==> config.mk <==
export PLATFORM = sky130hd
export DESIGN_NAME = binary_to_bcd_converter_flat
export DESIGN_NICKNAME = d
export VERILOG_FILES = /design/src/rtl/binary_to_bcd_converter_pkg.sv /design/src/rtl/binary_to_bcd_converter_if.sv /design/src/rtl/binary_to_bcd_converter_bcd_digit_adjust.sv /design/src/rtl/binary_to_bcd_converter.sv /design/src/flat_wrapper.sv
export SDC_FILE = /design/constraint.sdc
export NUM_CORES = 1
export LEC_CHECK = 0
export BUFFER_PORTS_ARGS = -buffer_cell sky130_fd_sc_hd__buf_4
export CORE_UTILIZATION = 45
export CTS_CLUSTER_DIAMETER = 30
export DETAILED_ROUTE_END_ITERATION = 8
export PLACE_DENSITY = 0.69
export REMOVE_ABC_BUFFERS = 1
export SLEW_MARGIN = 20
export SYNTH_ARGS = -nofsm -noshare
export SYNTH_HDL_FRONTEND = slang
export SYNTH_SLANG_ARGS = --single-unit
export TNS_END_PERCENT = 20
==> constraint.sdc <==
create_clock -name clk -period 1.6 [get_ports clk]
set_input_delay 0.16 -clock clk [delete_from_list [all_inputs] [get_ports clk]]
set_output_delay 0.16 -clock clk [all_outputs]
set_load 0.01 [all_outputs]
==> src/rtl/binary_to_bcd_converter_pkg.sv <==
// Shared constants and FSM state type for the binary-to-BCD converter.
// Imported by the interface, the digit-adjust cell and the top level.
package bcd_pkg;

    typedef enum logic [1:0] {
        ST_IDLE  = 2'd0,
        ST_SHIFT = 2'd1,
        ST_DONE  = 2'd2
    } bcd_state_e;

    localparam int BCD_DIGIT_WIDTH = 4;
    localparam int BCD_DIGITS      = 3;
    localparam int BCD_MAX_VALUE   = 999;

    localparam logic [BCD_DIGIT_WIDTH-1:0] BCD_SAT_DIGIT = 4'd9;

endpackage

==> src/rtl/binary_to_bcd_converter_if.sv <==
// Request/result bundle between a requester and the BCD converter.
// master: drives start/binary_value; slave: drives status and digits.
interface binary_to_bcd_converter_if
    import bcd_pkg::*;
#(
    parameter int INPUT_WIDTH = 10
);
    logic                       start;
    logic [INPUT_WIDTH-1:0]     binary_value;
    logic                       busy;
    logic                       done;
    logic                       overflow;
    logic [BCD_DIGIT_WIDTH-1:0] led1_display_value;
    logic [BCD_DIGIT_WIDTH-1:0] led2_display_value;
    logic [BCD_DIGIT_WIDTH-1:0] led3_display_value;

    modport master (
        output start, binary_value,
        input  busy, done, overflow,
        input  led1_display_value, led2_display_value, led3_display_value
    );

    modport slave (
        input  start, binary_value,
        output busy, done, overflow,
        output led1_display_value, led2_display_value, led3_display_value
    );
endinterface

==> src/rtl/binary_to_bcd_converter_bcd_digit_adjust.sv <==
// Double-dabble correction cell: adds 3 to a BCD nibble that is >= 5.
// Ports: i_digit (nibble before shift), o_digit (corrected nibble).
module bcd_digit_adjust
    import bcd_pkg::*;
(
    input  logic [BCD_DIGIT_WIDTH-1:0] i_digit,
    output logic [BCD_DIGIT_WIDTH-1:0] o_digit
);
    assign o_digit = (i_digit >= 4'd5) ? (i_digit + 4'd3) : i_digit;
endmodule

==> src/rtl/binary_to_bcd_converter.sv <==
// Sequential double-dabble binary-to-BCD converter, one bit per clock.
// Ports: clk, reset_n (sync, active-low), bus (slave: start/value in,
// busy/done/overflow and three registered digits out).
module binary_to_bcd_converter
    import bcd_pkg::*;
#(
    parameter int INPUT_WIDTH = 10,
    parameter int DIGITS      = BCD_DIGITS
)(
    input  logic                      clk,
    input  logic                      reset_n,
    binary_to_bcd_converter_if.slave  bus
);
    localparam int WORK_W = INPUT_WIDTH + BCD_DIGIT_WIDTH * DIGITS;
    localparam int CNT_W  = $clog2(INPUT_WIDTH) + 1;
    localparam int BCD_LO = INPUT_WIDTH;

    localparam logic [1:0] S_IDLE  = ST_IDLE;
    localparam logic [1:0] S_SHIFT = ST_SHIFT;
    localparam logic [1:0] S_DONE  = ST_DONE;

    localparam logic [CNT_W-1:0] CNT_ONE   = 1;
    localparam logic [CNT_W-1:0] LAST_ITER = CNT_W'(INPUT_WIDTH - 1);
    localparam logic [31:0]      MAX_VAL   = BCD_MAX_VALUE;

    logic [1:0]                 r_state;
    logic [CNT_W-1:0]           r_count;
    logic [WORK_W-1:0]          r_work;
    logic                       r_ovf_next;
    logic                       r_overflow;
    logic [BCD_DIGIT_WIDTH-1:0] r_hund;
    logic [BCD_DIGIT_WIDTH-1:0] r_tens;
    logic [BCD_DIGIT_WIDTH-1:0] r_ones;

    logic [BCD_DIGIT_WIDTH-1:0] w_adj [DIGITS];
    logic [WORK_W-1:0]          w_adjusted;
    logic [WORK_W-1:0]          w_shifted;
    logic [31:0]                w_bin_ext;

    assign w_bin_ext = 32'(bus.binary_value);

    for (genvar g = 0; g < DIGITS; g++) begin : g_adj
        bcd_digit_adjust u_adj (
            .i_digit (r_work[BCD_LO + g*BCD_DIGIT_WIDTH +: BCD_DIGIT_WIDTH]),
            .o_digit (w_adj[g])
        );
    end

    // All nibbles are corrected in parallel before the single-bit shift;
    // the carry out of the top nibble is dropped (saturation covers it).
    always_comb begin
        w_adjusted = r_work;
        for (int d = 0; d < DIGITS; d++) begin
            w_adjusted[BCD_LO + d*BCD_DIGIT_WIDTH +: BCD_DIGIT_WIDTH] = w_adj[d];
        end
        w_shifted = {w_adjusted[WORK_W-2:0], 1'b0};
    end

    always_ff @(posedge clk) begin
        if (!reset_n) begin
            r_state    <= S_IDLE;
            r_count    <= '0;
            r_work     <= '0;
            r_ovf_next <= 1'b0;
            r_overflow <= 1'b0;
            r_hund     <= '0;
            r_tens     <= '0;
            r_ones     <= '0;
        end else begin
            unique case (1'b1)
                (r_state == S_IDLE): begin
                    r_count <= '0;
                    if (bus.start) begin
                        r_work     <= {{(WORK_W-INPUT_WIDTH){1'b0}}, bus.binary_value};
                        r_ovf_next <= (w_bin_ext > MAX_VAL);
                        r_state    <= S_SHIFT;
                    end
                end
                (r_state == S_SHIFT): begin
                    r_work  <= w_shifted;
                    r_count <= r_count + CNT_ONE;
                    if (r_count == LAST_ITER) begin
                        r_state <= S_DONE;
                    end
                end
                (r_state == S_DONE): begin
                    if (r_ovf_next) begin
                        r_hund <= BCD_SAT_DIGIT;
                        r_tens <= BCD_SAT_DIGIT;
                        r_ones <= BCD_SAT_DIGIT;
                    end else begin
                        r_hund <= r_work[BCD_LO + 2*BCD_DIGIT_WIDTH +: BCD_DIGIT_WIDTH];
                        r_tens <= r_work[BCD_LO + BCD_DIGIT_WIDTH +: BCD_DIGIT_WIDTH];
                        r_ones <= r_work[BCD_LO +: BCD_DIGIT_WIDTH];
                    end
                    r_overflow <= r_ovf_next;
                    r_state    <= S_IDLE;
                end
                default: begin
                    r_state <= S_IDLE;
                end
            endcase
        end
    end

    assign bus.busy               = (r_state == S_SHIFT);
    assign bus.done               = (r_state == S_DONE);
    assign bus.overflow           = r_overflow;
    assign bus.led1_display_value = r_hund;
    assign bus.led2_display_value = r_tens;
    assign bus.led3_display_value = r_ones;

endmodule

==> src/flat_wrapper.sv <==
// flat-port wrapper written by rule: the top's interface ports become plain ports
module binary_to_bcd_converter_flat import bcd_pkg::*;
#(
    parameter int INPUT_WIDTH = 10,
    parameter int DIGITS      = BCD_DIGITS
)
  (clk, reset_n, bus_start, bus_binary_value, bus_busy, bus_done, bus_overflow, bus_led1_display_value, bus_led2_display_value, bus_led3_display_value);
  binary_to_bcd_converter_if #(.INPUT_WIDTH(INPUT_WIDTH)) bus_i ();
  input  logic clk;
  input  logic reset_n;
  input wire logic [$bits(bus_i.start)-1:0] bus_start;
  input wire logic [$bits(bus_i.binary_value)-1:0] bus_binary_value;
  output wire logic [$bits(bus_i.busy)-1:0] bus_busy;
  output wire logic [$bits(bus_i.done)-1:0] bus_done;
  output wire logic [$bits(bus_i.overflow)-1:0] bus_overflow;
  output wire logic [$bits(bus_i.led1_display_value)-1:0] bus_led1_display_value;
  output wire logic [$bits(bus_i.led2_display_value)-1:0] bus_led2_display_value;
  output wire logic [$bits(bus_i.led3_display_value)-1:0] bus_led3_display_value;
  assign bus_i.start = bus_start;
  assign bus_i.binary_value = bus_binary_value;
  assign bus_busy = bus_i.busy;
  assign bus_done = bus_i.done;
  assign bus_overflow = bus_i.overflow;
  assign bus_led1_display_value = bus_i.led1_display_value;
  assign bus_led2_display_value = bus_i.led2_display_value;
  assign bus_led3_display_value = bus_i.led3_display_value;
  binary_to_bcd_converter #(.INPUT_WIDTH(INPUT_WIDTH), .DIGITS(DIGITS)) u_core (.clk(clk), .reset_n(reset_n), .bus(bus_i));
endmodule
[Word level (Yosys, flattened, before mapping)]
Cells that the tools add are included.
Storage, ports and cells
  flip-flop bits (word level): 43
  input bits: 13
  output and inout port bits: 15
Cells by class
  add/sub/neg operators: 4
  order comparisons: 4
  equal/unequal tests: 5
  multiplexer cells: 12
  reduce and logical (&&, ||, !) cells: 5
Operators by type and width (count)
  $pmux W22 S2: 1
  $mux W22: 1
  $mux W4: 5
  $ge A4 B3 Y1 const B: 3
  $gt A10 B10 Y1 const B: 1
  $pmux W5 S2: 1
  $add A4 B2 Y4 const B: 2
  $reduce_and A2 Y1: 3
  $add A5 B1 Y5 const B: 1
  $eq A5 B4 Y1 const B: 1
  $mux W2: 2
  $pmux W2 S2: 1
  $add A3 B2 Y3 const B: 1
  $mux W3: 1
  $eq A2 B1 Y1 const B: 1
  $eq A2 B2 Y1 const B: 1
  $logic_not A2 Y1: 1
  $ne A2 B1 Y1 const B: 1
  $ne A2 B2 Y1 const B: 1
  $reduce_bool A2 Y1: 1

[Logic depth before layout (Yosys ltp)]
Gate-level depths: netlist (run 1).
  depth after elaboration: 3
  mapped depth: 7
  mapped depth without buffers: 6

[Cells and area by module]
From an unflattened synthesis (run 1), not the netlist that was laid out.
Unflattened totals
  cells, all modules: 244
  area total of the unflattened synthesis: 2132.0 µm²
By module, submodules not included
  binary_to_bcd_converter: instances 1, cells each 196, area each 1828.0 µm², seq. area each 860.8 µm²
  bcd_digit_adjust: instances 3, cells each 16, area each 101.3 µm², seq. area each 0.0 µm²

[Least setup slack after synthesis (run 1)]
OpenSTA, ideal clock, no wires.
  kind: reg-to-reg
  start point: register u_core.r_work[11]
  end point: register u_core.r_work[12]
  setup time: 74 ps
  data arrival time: 1383 ps
  data required time: 1526 ps
  path slack: 143 ps
  stages on the path, launching flop included: 7
  path buffers: 0
  period minus slack after synthesis: 1457 ps
  path through: dfxtp_1 -> inv_1 -> ha_1 -> nand2b_1 -> a21oi_1 -> mux2_2 -> o21ai_0
Between the ends
  word-level cells in the longest chain between the ends: 3
  elaborated cells on any way between the ends: 4
Ends and longest elaborated chain
  start, declared: line binary_to_bcd_converter.sv:28  | logic [WORK_W-1:0] r_work;
  start signal, assigned: line binary_to_bcd_converter.sv:74  | r_work <= {{(WORK_W-INPUT_WIDTH){1'b0}}, bus.binary_value};
  start signal, assigned: line binary_to_bcd_converter.sv:80  | r_work <= w_shifted;
  $add A4 B2 Y4 or $ge A4 B3 Y1 (tied branches): line binary_to_bcd_converter_bcd_digit_adjust.sv:9  | assign o_digit = (i_digit >= 4'd5) ? (i_digit + 4'd3) : i_digit;
  $mux W4 (*): line binary_to_bcd_converter_bcd_digit_adjust.sv:9
  $pmux W22 S2 (*): line binary_to_bcd_converter.sv:70  | unique case (1'b1)
Every way passes the cells marked *; elsewhere a longest branch is shown, timed or not.
A chain may end at the register's enable or synchronous reset.

[Worst setup path after layout (run 1)]
  start point: register u_core.r_state[0]
  end point: output port bus_done
Between the ends
  word-level cells in the longest chain between the ends: 1
Ends and longest elaborated chain
  start, declared: line binary_to_bcd_converter.sv:26  | logic [1:0] r_state;
  start signal, assigned: line binary_to_bcd_converter.sv:61  | r_state <= S_IDLE;
  start signal, assigned: line binary_to_bcd_converter.sv:76  | r_state <= S_SHIFT;
  start signal, assigned: line binary_to_bcd_converter.sv:83  | r_state <= S_DONE;
  $eq A2 B2 Y1: line binary_to_bcd_converter.sv:107  | assign bus.done = (r_state == S_DONE);
  end, declared: line flat_wrapper.sv:14  | output wire logic [$bits(bus_i.done)-1:0] bus_done;
No other way between the ends.

==> impl_results.html, run 1 <==
<table>
<tr><th>Metric</th><th>Value</th></tr>
<tr><th colspan="2">STA</th></tr>
<tr><td>Tcrit/Tclk final</td><td>94.20%</td></tr>
<tr><td>Max Freq</td><td>around 660 MHz</td></tr>
<tr><td>Final Hold Vio Count</td><td>0</td></tr>
<tr><td>Actual slew at the worst max-slew pin</td><td>around 470 ps</td></tr>
<tr><td>Clock skew after layout</td><td>around 5.4 ps</td></tr>
<tr><td>Max-slew headroom</td><td>between 60 and 70%</td></tr>
<tr><td>Setup repair after global routing missed its margin</td><td>yes</td></tr>
<tr><td>Min cycle time layout</td><td>roughly 1500 ps</td></tr>
<tr><td>Count of final max-slew check failures</td><td>0</td></tr>
<tr><td>Number of setup violations in the final report</td><td>0</td></tr>
<tr><th colspan="2">Min path</th></tr>
<tr><td>Min-delay worst type</td><td>input port to flop</td></tr>
<tr><th colspan="2">Route</th></tr>
<tr><td>Average wire length per cell after detail routing</td><td>around 13 um</td></tr>
<tr><td>Via total after detailed routing</td><td>1585</td></tr>
<tr><td>Post-route DRC violation count</td><td>0</td></tr>
<tr><td>Number of DRC violations after detailed-routing iteration 0</td><td>44</td></tr>
<tr><td>DR pass1 iterations</td><td>4</td></tr>
<tr><td>Final antenna-violating net count</td><td>0</td></tr>
<tr><td>Vias per Instance</td><td>5.283</td></tr>
<tr><td>Post-Route WL</td><td>just under 4000 um</td></tr>
<tr><th colspan="2">Global route</th></tr>
<tr><td>Residual overflow from global routing</td><td>0</td></tr>
<tr><td>Number of antenna violations at the first check in global routing</td><td>0</td></tr>
<tr><td>Vias in the first global route</td><td>between 1000 and 1500</td></tr>
<tr><td>First-pass GRT wire length</td><td>around 6500 um</td></tr>
<tr><td>Largest net degree at the start of global routing</td><td>22</td></tr>
<tr><td>Global-route usage over all layers</td><td>a little under a fifth</td></tr>
<tr><th colspan="2">Logic synthesis</th></tr>
<tr><td>Share of synthesized area occupied by flip-flops and latches</td><td>a little over two fifths</td></tr>
<tr><td>Top-count cell post-synth</td><td>sky130_fd_sc_hd__dfxtp_1</td></tr>
<tr><td>Number of synthesized register bits</td><td>43</td></tr>
<tr><td>Yosys warnings</td><td>0</td></tr>
<tr><td>Post-synth top flop</td><td>sky130_fd_sc_hd__dfxtp_1</td></tr>
<tr><td>Library cell occupying the most area in the post-synthesis netlist</td><td>sky130_fd_sc_hd__dfxtp_1</td></tr>
<tr><td>Syn avg cell area</td><td>8.982 sq um</td></tr>
<tr><td>Area of the mapped netlist</td><td>approximately 2000 sq um</td></tr>
<tr><td>Synth area leaders</td><td>sky130_fd_sc_hd__dfxtp_1 (43%), sky130_fd_sc_hd__nand2_1 (6.7%), sky130_fd_sc_hd__ha_1 (5.0%)</td></tr>
<tr><td>Instance count of the mapped netlist</td><td>224</td></tr>
<tr><td>Number of enable flip-flop cells after synthesis</td><td>0</td></tr>
<tr><td>Share of synthesized registers carrying an async set or reset</td><td>0%</td></tr>
<tr><td>Share of the synthesized area in the top cell type</td><td>42.79%</td></tr>
<tr><td>Count of cell types in the netlist</td><td>37</td></tr>
<tr><td>Most instantiated cells after synthesis</td><td>sky130_fd_sc_hd__dfxtp_1 (43), sky130_fd_sc_hd__nand2_1 (36), sky130_fd_sc_hd__nor2_1 (12)</td></tr>
<tr><th colspan="2">Outcome</th></tr>
<tr><td>Run status</td><td>finished clean</td></tr>
<tr><th colspan="2">Worst setup path</th></tr>
<tr><td>Critical Path Source Type</td><td>flop</td></tr>
<tr><td>CP Max Fanout</td><td>11</td></tr>
<tr><td>Endpoint class of the critical path</td><td>primary output</td></tr>
<tr><td>Critical path class</td><td>flop to primary output</td></tr>
<tr><td>Critical Path RT</td><td>roughly 1400 ps</td></tr>
<tr><td>Arrival time of the worst setup path</td><td>1350 ps</td></tr>
<tr><td>Setup slack of the worst register-to-register path</td><td>between 100 and 150 ps</td></tr>
<tr><th colspan="2">Final layout</th></tr>
<tr><td>Final #Nets</td><td>272</td></tr>
<tr><td>Post-route standard cell area excluding fillers</td><td>2320 sq um</td></tr>
<tr><td>Number of inserted filler cells in the final layout</td><td>403</td></tr>
<tr><td>Area overhead of the layout relative to synthesis</td><td>15.30%</td></tr>
<tr><td>Number of antenna cells inserted</td><td>0</td></tr>
<tr><td>Proportion of layout cells with a drive suffix above 1</td><td>between 20% and 30%</td></tr>
<tr><th colspan="2">Clock tree</th></tr>
<tr><td>Clock transition at path regs</td><td>70 ps</td></tr>
<tr><td>TritonCTS clock tree</td><td>built</td></tr>
<tr><td>Count of hold buffers inserted by post-cts repair</td><td>0</td></tr>
<tr><td>Cell chosen for the clock root</td><td>sky130_fd_sc_hd__clkbuf_8</td></tr>
<tr><td>CTS H-Tree Depth</td><td>2</td></tr>
<tr><td>CTS Buffer Depth</td><td>2</td></tr>
<tr><td>Number of CTS-inserted buffers</td><td>5</td></tr>
<tr><td>Clock latency reported for the late side of the worst-skew pair</td><td>just under 300 ps</td></tr>
<tr><td>Clock sinks</td><td>43</td></tr>
<tr><td>Post-CTS setup buffers</td><td>0</td></tr>
<tr><th colspan="2">Placed design</th></tr>
<tr><td>Final weighted congestion of routability-driven global placement</td><td>0.7953</td></tr>
<tr><td>Placed Instance Area</td><td>2228 sq um</td></tr>
<tr><td>Port Buffers</td><td>27</td></tr>
<tr><td>HPWL after DPL</td><td>2696 um</td></tr>
<tr><th colspan="2">Floorplanning</th></tr>
<tr><td>Overall die height</td><td>slightly below 70 um</td></tr>
<tr><td>Die Wd</td><td>between 60 and 70 um</td></tr>
<tr><td>Die Outline Area</td><td>between 4000 and 5000 sq um</td></tr>
<tr><td>Placeable Area</td><td>just over 4000 sq um</td></tr>
<tr><td>Row cnt</td><td>23</td></tr>
<tr><td>Initial cell density of the core</td><td>around 49%</td></tr>
<tr><td>Number of top-level pins</td><td>28</td></tr>
<tr><th colspan="2">Pwr</th></tr>
<tr><td>IR Drop Worst-Case VDD</td><td>0.5220 mV</td></tr>
<tr><td>Final Power</td><td>between 1.5 and 2 mW</td></tr>
<tr><td>Cell leakage power</td><td>0.9647 nW</td></tr>
<tr><td>Power per cell area</td><td>a little over 800 nW/um^2</td></tr>
<tr><th colspan="2">Job</th></tr>
<tr><td>Number of maximum-capacitance violations</td><td>0</td></tr>
</table>
per-layer routing:
layer / share of wire [%] / vias to the layer above / wire length [um] / global-route usage [%]
li1: - / 818 / - / -
met1: 51 / 713 / 1997 / 23.25
met2: 42 / 45 / 1653 / 31.80
met3: 4.3 / 9 / 169 / 3.947
met4: 2.1 / 0 / 83 / 9.184
met5: 0 / - / 0 / 0
power breakdown:
| part | total [mW] | switching [mW] | internal (mW) |
|---|---|---|---|
| clock | 0.626 | 0.335 | 0.291 |
| combinational | 0.171 | 0.0919 | 0.0792 |
| sequential | 1.12 | 0.0197 | 1.10 |
worst paths after layout:
check                                                 from                                             to  depth (start not counted)
max                         u_core.r_state[0]$_SDFFE_PN0P_                                       bus_done                          3
min                                    bus_binary_value[0]                  u_core.r_work[0]$_SDFFE_PN0P_                          3
max reg2reg                 u_core.r_work[15]$_SDFFE_PN0P_                 u_core.r_work[16]$_SDFFE_PN0P_                          6
min reg2reg  u_core.bus.led3_display_value[1]$_SDFFE_PN0P_  u_core.bus.led3_display_value[1]$_SDFFE_PN0P_                          2
sequential cells by signal, summed over array words and instances, names as in the netlist:
| signal | cells |
|---|---|
| u_core.r_work | 22 |
| u_core.r_count | 5 |
| u_core.bus.led1_display_value | 4 |
| u_core.bus.led2_display_value | 4 |
| u_core.bus.led3_display_value | 4 |
| u_core.r_state | 2 |
| u_core.bus.overflow | 1 |
| u_core.r_ovf_next | 1 |
critical path: stages (launching register included):
cell                       delay, ps
sky130_fd_sc_hd__dfxtp_1         450
sky130_fd_sc_hd__nand2b_2        300
sky130_fd_sc_hd__inv_2           140
sky130_fd_sc_hd__buf_4           170
kinds of logic after synthesis:
family                     share of synthesized area [%]
DFF                                                42.79
AOI/OAI and AO/OA                                  15.61
and+or+nand+nor                                    23.94
buffers and inverters                              6.592
adders and majority gates                          4.975
muxes                                              2.177
xor gates and xnor gates                           3.918
timing repair:
item | in CTS | in global routing
endpoints found under the hold margin | 0 | 0
gates resized for setup | 1 | 7
endpoints found under the setup margin | 1 | 4
gates cloned | 0 | 0
cells in the final DEF, fill, tap and decap left out, types with 2 or more instances in the layout:
cell type                  synthesis  layout
sky130_fd_sc_hd__a21boi_1          5       5
sky130_fd_sc_hd__xor2_1            5       5
sky130_fd_sc_hd__dfxtp_2           0       2
sky130_fd_sc_hd__xnor2_1           4       4
sky130_fd_sc_hd__dfxtp_1          43      41
sky130_fd_sc_hd__a21boi_0          2       2
sky130_fd_sc_hd__o21ai_0          11      11
sky130_fd_sc_hd__mux2_2            3       3
sky130_fd_sc_hd__a22oi_1           2       2
sky130_fd_sc_hd__nor3b_1           7       7
sky130_fd_sc_hd__nand2_1          36      36
sky130_fd_sc_hd__buf_4             3      33
sky130_fd_sc_hd__nand2b_1          4       3
sky130_fd_sc_hd__o31ai_1           5       5
sky130_fd_sc_hd__ha_1              8       7
sky130_fd_sc_hd__nor2_1           12      12
sky130_fd_sc_hd__nor3_1            6       6
sky130_fd_sc_hd__nand3b_1          3       3
sky130_fd_sc_hd__a32oi_1           3       3
sky130_fd_sc_hd__inv_1             7       6
sky130_fd_sc_hd__clkbuf_8          0       5
sky130_fd_sc_hd__inv_2             1       2
sky130_fd_sc_hd__o211a_1           9       9
sky130_fd_sc_hd__a21oi_2           0       3
sky130_fd_sc_hd__and2_1            2       2
sky130_fd_sc_hd__or3_1             3       3
sky130_fd_sc_hd__nor2b_1           8       8
sky130_fd_sc_hd__nand3_1          10      10
stage by stage:
step	util, %	hold slack, ps	setup TNS, ps	std cells	setup WS (ps)
after global routing	55.98	172.1	-26.83	300	-26.83
after floorplan	-	281.7	0	211	143.0
after global placement	53.77	428.8	0	294	118.4
final	55.98	134.7	0	300	92.74
after CTS	55.59	127.9	0	300	15.02
after detailed placement	53.77	433.7	0	294	108.0
area by class of cell:
type	count	area (sq um)	area share, %
Timing Repair Buffer	33	247.7	10.68
Inverter	9	38.79	1.672
Multi-Input combinational cell	159	1035	44.61
Sequential cell	43	863.3	37.22
Tap cell	50	62.56	2.697
Clock buffer	6	72.57	3.128
(Power assumes the default switching activity.)
==> inputs of run 2 (changes only) <==
--- a/config.mk
+++ b/config.mk
@@ -5,6 +5,7 @@
 export SDC_FILE = /design/constraint.sdc
 export NUM_CORES = 1
 export LEC_CHECK = 0
+export ABC_AREA = 1
 export BUFFER_PORTS_ARGS = -buffer_cell sky130_fd_sc_hd__buf_4
 export CORE_UTILIZATION = 45
 export CTS_CLUSTER_DIAMETER = 30
==> impl_results.html, run 2 <==
<table>
<tr><th>Metric</th><th>Value</th></tr>
<tr><th colspan="2">Clock tree</th></tr>
<tr><td>Clock sinks</td><td>43</td></tr>
<tr><td>CTS H-Tree Depth</td><td>2</td></tr>
<tr><td>CTS resizes</td><td>0</td></tr>
<tr><td>CTS Buffer Depth</td><td>2</td></tr>
<tr><td>Post-CTS setup buffers</td><td>0</td></tr>
<tr><td>TritonCTS clock tree</td><td>built</td></tr>
<tr><td>Clock latency reported for the late side of the worst-skew pair</td><td>290 ps</td></tr>
<tr><td>Clock transition at path regs</td><td>around 80 ps</td></tr>
<tr><td>Number of CTS-inserted buffers</td><td>5</td></tr>
<tr><td>Count of hold buffers inserted by post-cts repair</td><td>0</td></tr>
<tr><td>Cell chosen for the clock root</td><td>sky130_fd_sc_hd__clkbuf_8</td></tr>
<tr><th colspan="2">Route</th></tr>
<tr><td>Vias per Instance</td><td>5.265</td></tr>
<tr><td>Post-route DRC violation count</td><td>0</td></tr>
<tr><td>DR pass1 iterations</td><td>4</td></tr>
<tr><td>Number of DRC violations after detailed-routing iteration 0</td><td>114</td></tr>
<tr><td>Final antenna-violating net count</td><td>0</td></tr>
<tr><td>Average wire length per cell after detail routing</td><td>12.24 um</td></tr>
<tr><td>Post-Route WL</td><td>a little over 4000 um</td></tr>
<tr><td>Via total after detailed routing</td><td>1769</td></tr>
<tr><th colspan="2">Final layout</th></tr>
<tr><td>Number of inserted filler cells in the final layout</td><td>slightly above 400</td></tr>
<tr><td>Number of antenna cells inserted</td><td>0</td></tr>
<tr><td>Layout Cells excl Fill</td><td>roughly 340</td></tr>
<tr><td>Proportion of layout cells with a drive suffix above 1</td><td>approximately 17%</td></tr>
<tr><td>Biggest registers after layout</td><td>u_core.r_work (22), u_core.r_count (5)</td></tr>
<tr><td>Most common cell after layout, fill and taps aside</td><td>sky130_fd_sc_hd__nand2_1</td></tr>
<tr><td>Most frequent cells in the layout</td><td>sky130_fd_sc_hd__nand2_1 (64), sky130_fd_sc_hd__dfxtp_1 (43), sky130_fd_sc_hd__buf_4 (31)</td></tr>
<tr><td>Area overhead of the layout relative to synthesis</td><td>15.21%</td></tr>
<tr><td>Post-route standard cell area excluding fillers</td><td>approximately 2300 sq um</td></tr>
<tr><td>Top reg by flops</td><td>u_core.r_work</td></tr>
<tr><td>Largest register FFs</td><td>22</td></tr>
<tr><td>Area taken by flip-flops and latches</td><td>860.8 sq um</td></tr>
<tr><td>Final #Nets</td><td>approximately 300</td></tr>
<tr><td>Area occupied by multi-input gates</td><td>939.7 sq um</td></tr>
<tr><th colspan="2">Placed design</th></tr>
<tr><td>Placed Instance Area</td><td>about 2200 sq um</td></tr>
<tr><td># placed instances</td><td>around 330</td></tr>
<tr><td>HPWL after DPL</td><td>between 2000 and 3000 um</td></tr>
<tr><td>Port Buffers</td><td>27</td></tr>
<tr><td>Final weighted congestion of routability-driven global placement</td><td>0.8784</td></tr>
<tr><th colspan="2">Logic synthesis</th></tr>
<tr><td>Area of the mapped netlist</td><td>1966 sq um</td></tr>
<tr><td>Library cell occupying the most area in the post-synthesis netlist</td><td>sky130_fd_sc_hd__dfxtp_1</td></tr>
<tr><td>Share of the synthesized area in the top cell type</td><td>a little over two fifths</td></tr>
<tr><td>Dominant combinational cell family by area after synthesis</td><td>simple AND/OR/NAND/NOR gates</td></tr>
<tr><td>Post-synth top flop</td><td>sky130_fd_sc_hd__dfxtp_1</td></tr>
<tr><td>Instance count of the mapped netlist</td><td>roughly 260</td></tr>
<tr><td>Number of enable flip-flop cells after synthesis</td><td>0</td></tr>
<tr><td>Syn avg cell area</td><td>~7.6 sq um</td></tr>
<tr><td>Synth Area in XOR/XNOR</td><td>less than 1%</td></tr>
<tr><td>Share of synthesized area spent on multiplexers</td><td>0%</td></tr>
<tr><td>Count of cell types in the netlist</td><td>26</td></tr>
<tr><td>Synth area leaders</td><td>sky130_fd_sc_hd__dfxtp_1 (44%), sky130_fd_sc_hd__nand2_1 (12%), sky130_fd_sc_hd__a21oi_1 (5.6%)</td></tr>
<tr><td>Yosys warnings</td><td>0</td></tr>
<tr><td>Most instantiated cells after synthesis</td><td>sky130_fd_sc_hd__nand2_1 (64), sky130_fd_sc_hd__dfxtp_1 (43), sky130_fd_sc_hd__a21oi_1 (22)</td></tr>
<tr><td>Share of synthesized area occupied by flip-flops and latches</td><td>between 40 and 50%</td></tr>
<tr><td>Share of synthesized registers carrying an async set or reset</td><td>0%</td></tr>
<tr><td>Simple logic cell fraction of the synthesized area</td><td>about a quarter</td></tr>
<tr><td>Top-count cell post-synth</td><td>sky130_fd_sc_hd__nand2_1</td></tr>
<tr><td>Compound-gate portion of the synthesized area</td><td>17.76%</td></tr>
<tr><td>Number of synthesized register bits</td><td>43</td></tr>
<tr><td>Fraction of the mapped netlist area in adder cells</td><td>under 10%</td></tr>
<tr><th colspan="2">Global route</th></tr>
<tr><td>First-pass GRT wire length</td><td>approximately 7000 um</td></tr>
<tr><td>Largest net degree at the start of global routing</td><td>26</td></tr>
<tr><td>Vias in the first global route</td><td>roughly 1700</td></tr>
<tr><td>Residual overflow from global routing</td><td>0</td></tr>
<tr><td>Met3 Track Usage GR</td><td>about 4.8%</td></tr>
<tr><td>Number of antenna violations at the first check in global routing</td><td>0</td></tr>
<tr><td>Met1 Use GR</td><td>a little under a quarter</td></tr>
<tr><td>M2 GR Usage</td><td>roughly a third</td></tr>
<tr><td>Global-route usage over all layers</td><td>between 20% and 30%</td></tr>
<tr><td>Global routing's busiest layer</td><td>met2</td></tr>
<tr><th colspan="2">Worst setup path</th></tr>
<tr><td>Critical Path RT</td><td>roughly 1400 ps</td></tr>
<tr><td>Worst setup startpoint</td><td>u_core.r_state[1]$_SDFFE_PN0P_</td></tr>
<tr><td>Critical path class</td><td>flop to primary output</td></tr>
<tr><td>Cell at the slowest stage of the critical path</td><td>sky130_fd_sc_hd__dfxtp_1</td></tr>
<tr><td>Ordered list of cells on the worst path</td><td>inv_2, nand2_1, inv_4, buf_4</td></tr>
<tr><td>Setup slack of the worst register-to-register path</td><td>240 ps</td></tr>
<tr><td>Source of the worst register-to-register timing path</td><td>u_core.r_work[10]$_SDFFE_PN0P_</td></tr>
<tr><td>Critical Path Source Type</td><td>flop</td></tr>
<tr><td>Arrival time of the worst setup path</td><td>1290 ps</td></tr>
<tr><td>CP Max Fanout</td><td>25</td></tr>
<tr><td>Endpoint class of the critical path</td><td>primary output</td></tr>
<tr><td>Largest stage delay on the critical path</td><td>~320 ps</td></tr>
<tr><th colspan="2">Pwr</th></tr>
<tr><td>Switching power as a share of total power</td><td>between 20% and 30%</td></tr>
<tr><td>Final Power</td><td>1.939 mW</td></tr>
<tr><td>IR Drop Worst-Case VDD</td><td>between 0.4 and 0.5 mV</td></tr>
<tr><td>Net switching power figure</td><td>0.4715 mW</td></tr>
<tr><td>Cell leakage power</td><td>between 0.9 and 1 nW</td></tr>
<tr><td>Gate power share</td><td>8.2%</td></tr>
<tr><td>Share of total power in sequential cells</td><td>between 50% and 60%</td></tr>
<tr><td>Power per cell area</td><td>between 800 and 900 nW/um^2</td></tr>
<tr><td>Internal Power</td><td>1.468 mW</td></tr>
<tr><td>Part of the total power dissipated in the clock network</td><td>approximately a third</td></tr>
<tr><th colspan="2">Floorplanning</th></tr>
<tr><td>Die Outline Area</td><td>around 4600 sq um</td></tr>
<tr><td>Row cnt</td><td>23</td></tr>
<tr><td>Number of top-level pins</td><td>28</td></tr>
<tr><td>Overall die height</td><td>just under 70 um</td></tr>
<tr><td>Initial cell density of the core</td><td>48.10%</td></tr>
<tr><td>Die Wd</td><td>approximately 68 um</td></tr>
<tr><td>Placeable Area</td><td>4086 sq um</td></tr>
<tr><th colspan="2">STA</th></tr>
<tr><td>Max-slew headroom</td><td>about 75%</td></tr>
<tr><td>Clock skew after layout</td><td>around 3.7 ps</td></tr>
<tr><td>Worst hold slack</td><td>127.0 ps</td></tr>
<tr><td>Count of final max-slew check failures</td><td>0</td></tr>
<tr><td>Sum of negative setup slack</td><td>0 ps</td></tr>
<tr><td>Max Freq</td><td>between 600 and 700 MHz</td></tr>
<tr><td>Final Hold Vio Count</td><td>0</td></tr>
<tr><td>Min cycle time layout</td><td>between 1000 and 1500 ps</td></tr>
<tr><td>Actual slew at the worst max-slew pin</td><td>379.7 ps</td></tr>
<tr><td>Tcrit/Tclk final</td><td>90.91%</td></tr>
<tr><td>Setup repair after global routing missed its margin</td><td>no</td></tr>
<tr><td>Number of setup violations in the final report</td><td>0</td></tr>
<tr><th colspan="2">Outcome</th></tr>
<tr><td>Run status</td><td>finished clean</td></tr>
<tr><th colspan="2">Min path</th></tr>
<tr><td>Origin of the worst min-delay path</td><td>bus_binary_value[0]</td></tr>
<tr><td>Min-delay worst type</td><td>input port to flop</td></tr>
<tr><th colspan="2">Job</th></tr>
<tr><td>Number of maximum-capacitance violations</td><td>0</td></tr>
</table>
==> run 2: cell count changes after synthesis, moves of 7 or more <==
| cell | previous run | this run |
|---|---|---|
| sky130_fd_sc_hd__nand2_1 | 36 | 64 |
| sky130_fd_sc_hd__a21oi_1 | 4 | 22 |
| sky130_fd_sc_hd__inv_1 | 7 | 19 |
| sky130_fd_sc_hd__a31oi_1 | 0 | 9 |
| sky130_fd_sc_hd__o21ai_0 | 11 | 20 |
| sky130_fd_sc_hd__nor2_1 | 12 | 20 |
| sky130_fd_sc_hd__nor2b_1 | 8 | 0 |
| sky130_fd_sc_hd__o211a_1 | 9 | 1 |
| sky130_fd_sc_hd__nand4_1 | 1 | 8 |
| sky130_fd_sc_hd__nor3b_1 | 7 | 0 |
==> run 2: area by class of cell <==
type | instances | share of cell area, %
clock buffers | 7 | 3.370
clock inverters | 1 | 0.2210
well taps | 50 | 2.762
multi-input cells | 182 | 41.49
inverters | 22 | 3.867
repair buffers | 31 | 10.28
flip-flops and latches | 43 | 38.01
==> run 2: cells by family (layout without fill, tap and decap cells) <==
kind of cell             Yosys count  in the layout
AND/OR/NAND/NOR                  112            112
AO/OA/AOI/OAI                     61             61
flip-flops                        43             43
buffers and inverters             33             61
adder cells (fa/ha/maj)            8              8
XOR/XNOR                           1              1
==> run 2: metrics by stage <==
| stage | setup WS (ps) | util (%) |
|---|---|---|
| after CTS | 134.9 | 55.42 |
| after global routing | 53.87 | 55.42 |
| after detailed placement | 246.6 | 53.43 |
| after global placement | 274.9 | 53.43 |
| after floorplan | 68.44 | - |
| final | 145.4 | 55.42 |
==> run 2: worst paths after layout <==
kind	end	cells past startpoint
worst max register to register	u_core.r_work[14]$_SDFFE_PN0P_	9
worst min register to register	u_core.bus.led2_display_value[1]$_SDFFE_PN0P_	2
worst min-delay path	u_core.r_work[0]$_SDFFE_PN0P_	3
worst max-delay path	bus_busy	4
==> run 2: worst max-delay path: cells and delay by family, from the launching register on <==
| family | cells | cell delay [ps] |
|---|---|---|
| buffers and inverters | 3 | 540 |
| flip-flops | 1 | 320 |
| AND/OR/NAND/NOR | 1 | 140 |
==> run 2: routing by layer <==
layer / routed length (um) / share of wire, % / up-vias
li1: - / - / 915
met1: 1980 / 48 / 805
met2: 1896 / 46 / 41
met3: 155 / 3.8 / 8
met4: 80 / 1.9 / 0
met5: 0 / 0 / -
==> run 2: power groups by stage <==
stage	Sequential [mW]	Combinational (mW)	Clock [mW]
floorplan	1.14	0.0910	0
global placement	1.14	0.157	0
detailed placement	1.14	0.158	0
CTS	1.12	0.159	0.684
global route	1.12	0.181	0.732
finish	1.12	0.158	0.661
